==> src/rtl/mem_arbiter.sv <==
// mem_arbiter: shares one 256-bit line memory port between an instruction
// line-fill requester and a data line requester. Simultaneous requests in
// IDLE are resolved round-robin against the side granted last. The line
// address, write data and direction are captured at grant so the memory sees
// stable values for the whole transaction. Per-side completion counters wrap.
module mem_arbiter (
  input  logic         clk,
  input  logic         rst,
  input  logic         i_read,
  input  logic [31:0]  i_addr,
  output logic [255:0] i_rdata,
  output logic         i_resp,
  input  logic         d_read,
  input  logic         d_write,
  input  logic [31:0]  d_addr,
  input  logic [255:0] d_wdata,
  output logic [255:0] d_rdata,
  output logic         d_resp,
  output logic         mem_read,
  output logic         mem_write,
  output logic [31:0]  mem_addr,
  output logic [255:0] mem_wdata,
  input  logic [255:0] mem_rdata,
  input  logic         mem_resp,
  output logic [15:0]  gnt_i_cnt,
  output logic [15:0]  gnt_d_cnt
);

  typedef enum logic [1:0] {
    IDLE    = 2'd0,
    SERVE_I = 2'd1,
    SERVE_D = 2'd2
  } state_t;

  // Clears the byte offset inside a 32-byte line.
  localparam logic [31:0] LINE_MASK = 32'hFFFF_FFE0;

  state_t         state_r;
  state_t         state_nxt_s;
  logic           last_gnt_r;   // 0: I served last, 1: D served last
  logic           d_req_s;
  logic           gnt_i_s;
  logic           gnt_d_s;
  logic [31:0]    addr_r;
  logic [255:0]   wdata_r;
  logic           wr_r;
  logic [15:0]    i_cnt_r;
  logic [15:0]    d_cnt_r;

  assign d_req_s   = d_read | d_write;
  assign i_rdata   = mem_rdata;
  assign d_rdata   = mem_rdata;
  assign mem_addr  = addr_r;
  assign mem_wdata = wdata_r;
  assign gnt_i_cnt = i_cnt_r;
  assign gnt_d_cnt = d_cnt_r;

  // Grant decision in IDLE (round-robin on a tie) and next-state selection.
  always_comb begin
    gnt_i_s     = 1'b0;
    gnt_d_s     = 1'b0;
    state_nxt_s = state_r;
    case (state_r)
      IDLE: begin
        if (i_read && d_req_s) begin
          if (last_gnt_r) begin
            gnt_i_s = 1'b1;
          end else begin
            gnt_d_s = 1'b1;
          end
        end else if (i_read) begin
          gnt_i_s = 1'b1;
        end else if (d_req_s) begin
          gnt_d_s = 1'b1;
        end else begin
          gnt_i_s = 1'b0;
        end
        if (gnt_i_s) begin
          state_nxt_s = SERVE_I;
        end else if (gnt_d_s) begin
          state_nxt_s = SERVE_D;
        end else begin
          state_nxt_s = IDLE;
        end
      end
      SERVE_I: begin
        if (mem_resp) begin
          state_nxt_s = IDLE;
        end else begin
          state_nxt_s = SERVE_I;
        end
      end
      SERVE_D: begin
        if (mem_resp) begin
          state_nxt_s = IDLE;
        end else begin
          state_nxt_s = SERVE_D;
        end
      end
      default: begin
        state_nxt_s = IDLE;
      end
    endcase
  end

  // Memory strobes and requester responses decoded from the serving state.
  always_comb begin
    mem_read  = 1'b0;
    mem_write = 1'b0;
    i_resp    = 1'b0;
    d_resp    = 1'b0;
    case (state_r)
      SERVE_I: begin
        mem_read = 1'b1;
        i_resp   = mem_resp;
      end
      SERVE_D: begin
        mem_read  = ~wr_r;
        mem_write = wr_r;
        d_resp    = mem_resp;
      end
      default: begin
        mem_read  = 1'b0;
        mem_write = 1'b0;
      end
    endcase
  end

  // State register and round-robin pointer, updated on each grant.
  always_ff @(posedge clk or posedge rst) begin
    if (rst) begin
      state_r    <= IDLE;
      last_gnt_r <= 1'b0;
    end else begin
      state_r <= state_nxt_s;
      if (gnt_i_s) begin
        last_gnt_r <= 1'b0;
      end else if (gnt_d_s) begin
        last_gnt_r <= 1'b1;
      end else begin
        last_gnt_r <= last_gnt_r;
      end
    end
  end

  // Capture line address, write data and direction of the granted side.
  always_ff @(posedge clk or posedge rst) begin
    if (rst) begin
      addr_r  <= 32'h0000_0000;
      wdata_r <= 256'd0;
      wr_r    <= 1'b0;
    end else if (gnt_i_s) begin
      addr_r  <= i_addr & LINE_MASK;
      wdata_r <= 256'd0;
      wr_r    <= 1'b0;
    end else if (gnt_d_s) begin
      addr_r  <= d_addr & LINE_MASK;
      wdata_r <= d_wdata;
      wr_r    <= d_write;   // a write wins when both read and write are raised
    end else begin
      addr_r  <= addr_r;
      wdata_r <= wdata_r;
      wr_r    <= wr_r;
    end
  end

  // Completed-transaction counters, wrapping at 16 bits.
  always_ff @(posedge clk or posedge rst) begin
    if (rst) begin
      i_cnt_r <= 16'h0000;
      d_cnt_r <= 16'h0000;
    end else begin
      if (i_resp) begin
        i_cnt_r <= i_cnt_r + 16'd1;
      end else begin
        i_cnt_r <= i_cnt_r;
      end
      if (d_resp) begin
        d_cnt_r <= d_cnt_r + 16'd1;
      end else begin
        d_cnt_r <= d_cnt_r;
      end
    end
  end

endmodule
==> config.mk <==
export PLATFORM = sky130hd
export DESIGN_NAME = mem_arbiter
export DESIGN_NICKNAME = d
export VERILOG_FILES = /design/src/rtl/mem_arbiter.sv
export SDC_FILE = /design/constraint.sdc
export NUM_CORES = 1
export LEC_CHECK = 0
export ABC_AREA = 1
export BUFFER_PORTS_ARGS = -buffer_cell sky130_fd_sc_hd__buf_4
export CORE_AREA = 2 2 553 555
export DETAILED_ROUTE_END_ITERATION = 8
export DIE_AREA = 0 0 555 557
export PLACE_DENSITY = 0.3
export SLEW_MARGIN = 5
export SYNTH_ARGS = -nofsm -noshare
export SYNTH_HDL_FRONTEND = slang
export SYNTH_SLANG_ARGS = --single-unit
==> constraint.sdc <==
create_clock -name clk -period 11.45 [get_ports clk]
set_input_delay 1.145 -clock clk [delete_from_list [all_inputs] [get_ports clk]]
set_output_delay 1.145 -clock clk [all_outputs]
set_load 0.05 [all_outputs]
==> results.toml <==
[run_status]
outcome = "finished clean"

[grt]
antenna_found_initial = 107
gr-usage-met3_pct = 8.763
grt_usage_pct = 9.613
busiest_layer = "met2"
met2_usage_pct = 13.97
grt_pass1_vias = 14130
use_met1_pct = 8.757
grt_first_pass_wirelength_microns = 185300
grt_max_degree = 104
grt_overflow = 0

[critical_path]
crit_slowest_cell = "buf_4"
cp_common_cell = "buf_4"
cp_data_required_time_ns = 12.09
worst_setup_path_end_kind = "register"
worst-endpoint-arrival_ns = 4.78
startpoint = "state_r[0]"
cp-endpoint = "mem_wdata[168]"
worst_setup_path_start_kind = "register"
critPathKind = "reg2reg"
max_stage_delay_ns = 0.75
r2r_end = "mem_wdata[168]"
ff2ff_path_depth = 11
r2r_start = "state_r[0]"
worstPathCellList = "inv_1 > ha_1 > nand3_2 > buf_4 > nand2_2 > buf_4 > inv_8 > buf_4 > buf_4 > nand2_1 > nand2_1"
reg2reg_slack_ns = 7.31
cp_max_fo = 100

[cells_and_area]
area_growth_pct = 44.91
drive_above_1_share_pct = 33.85
fin_util_pct = 7.974
fin_nets = 2732

[sta]
finalSetupTns_ns = 0
slew_headroom_pct = 30.91
fin_crit_sh_pct = 36.18
slew_viol_final = 0
worst_pin_slew_ns = 1.036
period_needed_ns = 4.142
finalHoldViolCount = 0
rsz0062_at_grt = "no"
clock-skew-final_ns = 0.03071
fmax_mhz = 241.4
setup_violations = 0

[pwr]
power_report.internal_total_mw = 3.611
cellPowerDensity_nw_per_um2 = 328.5
power_frac_comb_pct = 53.6
p_seq_share_pct = 23.5
ir_drop_v = 0.0001355
p_leak_nw = 11.31
switchingPower_mw = 4.355
p_clk_share_pct = 22.9
p_sw_share_pct = 54.67

[floorplanning]
coreArea_sq_um = 304000
die_y_microns = 557
fp-row-count = 203
die_w_microns = 555
io_pins = 1418
design.die.area_sq_um = 309100
start_util_pct = 5.503

[synthesis]
yosys.area_share.simple_pct = 22.64
yosys.area_share.adder_pct = 0.4487
syn-cell-area_sq_um = 16730
muxShareOfSynthArea_pct = 0
synth_xor_xnor_area_share_pct = 1.047
yosysSeqAreaShare_pct = 47.71
synth_top_family_by_area = "buffers and inverters"
synth_compound_area_share_pct = 0.8899
syn_avg_cell_area_sq_um = 8.287
syn-instance-count = 2019
ys_seq_elements = 319
synth.distinct_cells = 22
ys_warn_count = 0

[cts]
cts.sinks = 319
path_clk_slew_ns = 0.06
root_buffer = "clkbuf_16"
cts_buffers = 53
holdBufCountCts = 0
post_cts_buffers = 0
post_cts_resized = 0
cts_tree = "yes"
htreeDepth = 2
clockBufferDepth = 3
worst_skew_pair.late_latency_ns = 0.74

[placement]
hpwl_microns = 132800
port_buffers = 634
gp_congestion = 0.7293

[drt]
wire_per_inst_microns = 24.91
dr.pass1.iters = 5
drc = 0
wirelength_microns = 154100
vias_per_cell = 2.238
ant_nets = 0
vias = 13850
first_iter_violations = 735

[run]
cap_violations = 0

[worst_hold_path]
hold_class = "in2async"
==> registers in the layout (all words and copies together), names as in the netlist <==
| name | cells |
|---|---|
| last_gnt_r | 1 |
| gnt_d_cnt | 16 |
| gnt_i_cnt | 16 |
| wr_r | 1 |
| mem_wdata | 256 |
| state_r | 2 |
| mem_addr | 27 |
==> cells by family (layout without fill, tap and decap cells) <==
family                   count (synthesis)  in the layout
AO/OA/AOI/OAI                           29             29
XOR/XNOR                                20             20
adder cells (fa/ha/maj)                  6              6
buffers and inverters                  651            814
flip-flops                             319            319
other                                    1              8
AND/OR/NAND/NOR                        993            993
==> Yosys cell counts (all sizes together) <==
cell | instances | share of area [%]
clkbuf | 2 | 0.045
dfrtp | 319 | 48
nand3 | 23 | 0.72
conb | 1 | 0.022
ha | 6 | 0.45
a21oi | 15 | 0.45
nand2 | 912 | 20
inv | 67 | 1.5
xor2 | 16 | 0.84
o21ai | 14 | 0.44
buf | 581 | 26
xnor2 | 4 | 0.21
nand4 | 2 | 0.075
nand3b | 5 | 0.22
clkinv | 1 | 0.022
nor3 | 3 | 0.090
nor2 | 48 | 1.1
==> cell type report <==
| type | count | area (sq um) |
|---|---|---|
| antenna | 3 | 7.507 |
| clock buffer | 70 | 1440 |
| clock inverter | 27 | 434.2 |
| fill | 35540 | 279800 |
| inverter | 68 | 277.8 |
| multi-input combinational | 1053 | 4217 |
| sequential | 319 | 7983 |
| tap | 3997 | 5001 |
| timing repair buffer | 649 | 4885 |
==> layer usage <==
| layer | wire (microns) | vias to the layer above | part of all wire (%) |
|---|---|---|---|
| met4 | 10820 | 22 | 7.0 |
| met5 | 625 | - | 0.41 |
| met1 | 48510 | 6301 | 31 |
| met3 | 31080 | 553 | 20 |
| met2 | 63060 | 1158 | 41 |
| li1 | - | 5812 | - |
==> per-stage QoR <==
step,power (mW),area [sq um],std cells,worst slack (ns),hold WS (ns)
6_report,7.965,24240,6186,7.308,0.4535
4_1_cts,8.280,24240,6183,7.257,0.3965
5_1_grt,8.546,24240,6185,6.994,0.4172
3_3_place_gp,6.352,22360,6086,6.607,0.4598
3_5_place_dp,6.345,22360,6086,6.592,0.4601
2_1_floorplan,4.777,16750,2023,1.477,0.4937
==> critical path, delay by kind of cell (launching register included) <==
kind          cells  cell delay [ns]
flops             1             0.38
fa+ha+maj         1             0.24
simple gates      4             0.60
buf+inv           6             2.51
==> power groups by stage <==
| stage | sequential (mW) | combinational [mW] | clock [mW] |
|---|---|---|---|
| final | 1.87 | 4.27 | 1.82 |
| after global routing | 1.93 | 4.65 | 1.96 |
| after floorplan | 3.39 | 1.39 | 0 |
| after CTS | 1.88 | 4.47 | 1.94 |
| after global placement | 1.88 | 4.47 | 0 |
| after detailed placement | 1.88 | 4.46 | 0 |
==> layout by cell type, fill, tap and decap left out, drive strengths merged <==
master / instances
dfrtp: 319
buf: 649
nor3: 3
a21oi: 15
clkinvlp: 3
xnor2: 4
clkbuf: 70
diode: 3
o21ai: 14
nand4: 2
clkinv: 13
nand3: 23
bufinv: 9
inv: 70
nor2: 48
nand3b: 5
conb: 5
xor2: 16
nand2: 912
ha: 6
==> worst min path at each step <==
stage | slack [ns] | depth (start not counted) | start | to
after floorplan | 0.49 | 2 | last_gnt_r | last_gnt_r
after global placement | 0.46 | 2 | mem_wdata[143] | mem_wdata[143]
after detailed placement | 0.46 | 2 | mem_wdata[141] | mem_wdata[141]
after CTS | 0.40 | 2 | rst | mem_wdata[196]
after global routing | 0.42 | 2 | rst | mem_wdata[196]
final | 0.45 | 2 | rst | mem_wdata[196]
No activity file was read; power rests on OpenSTA's default activity.
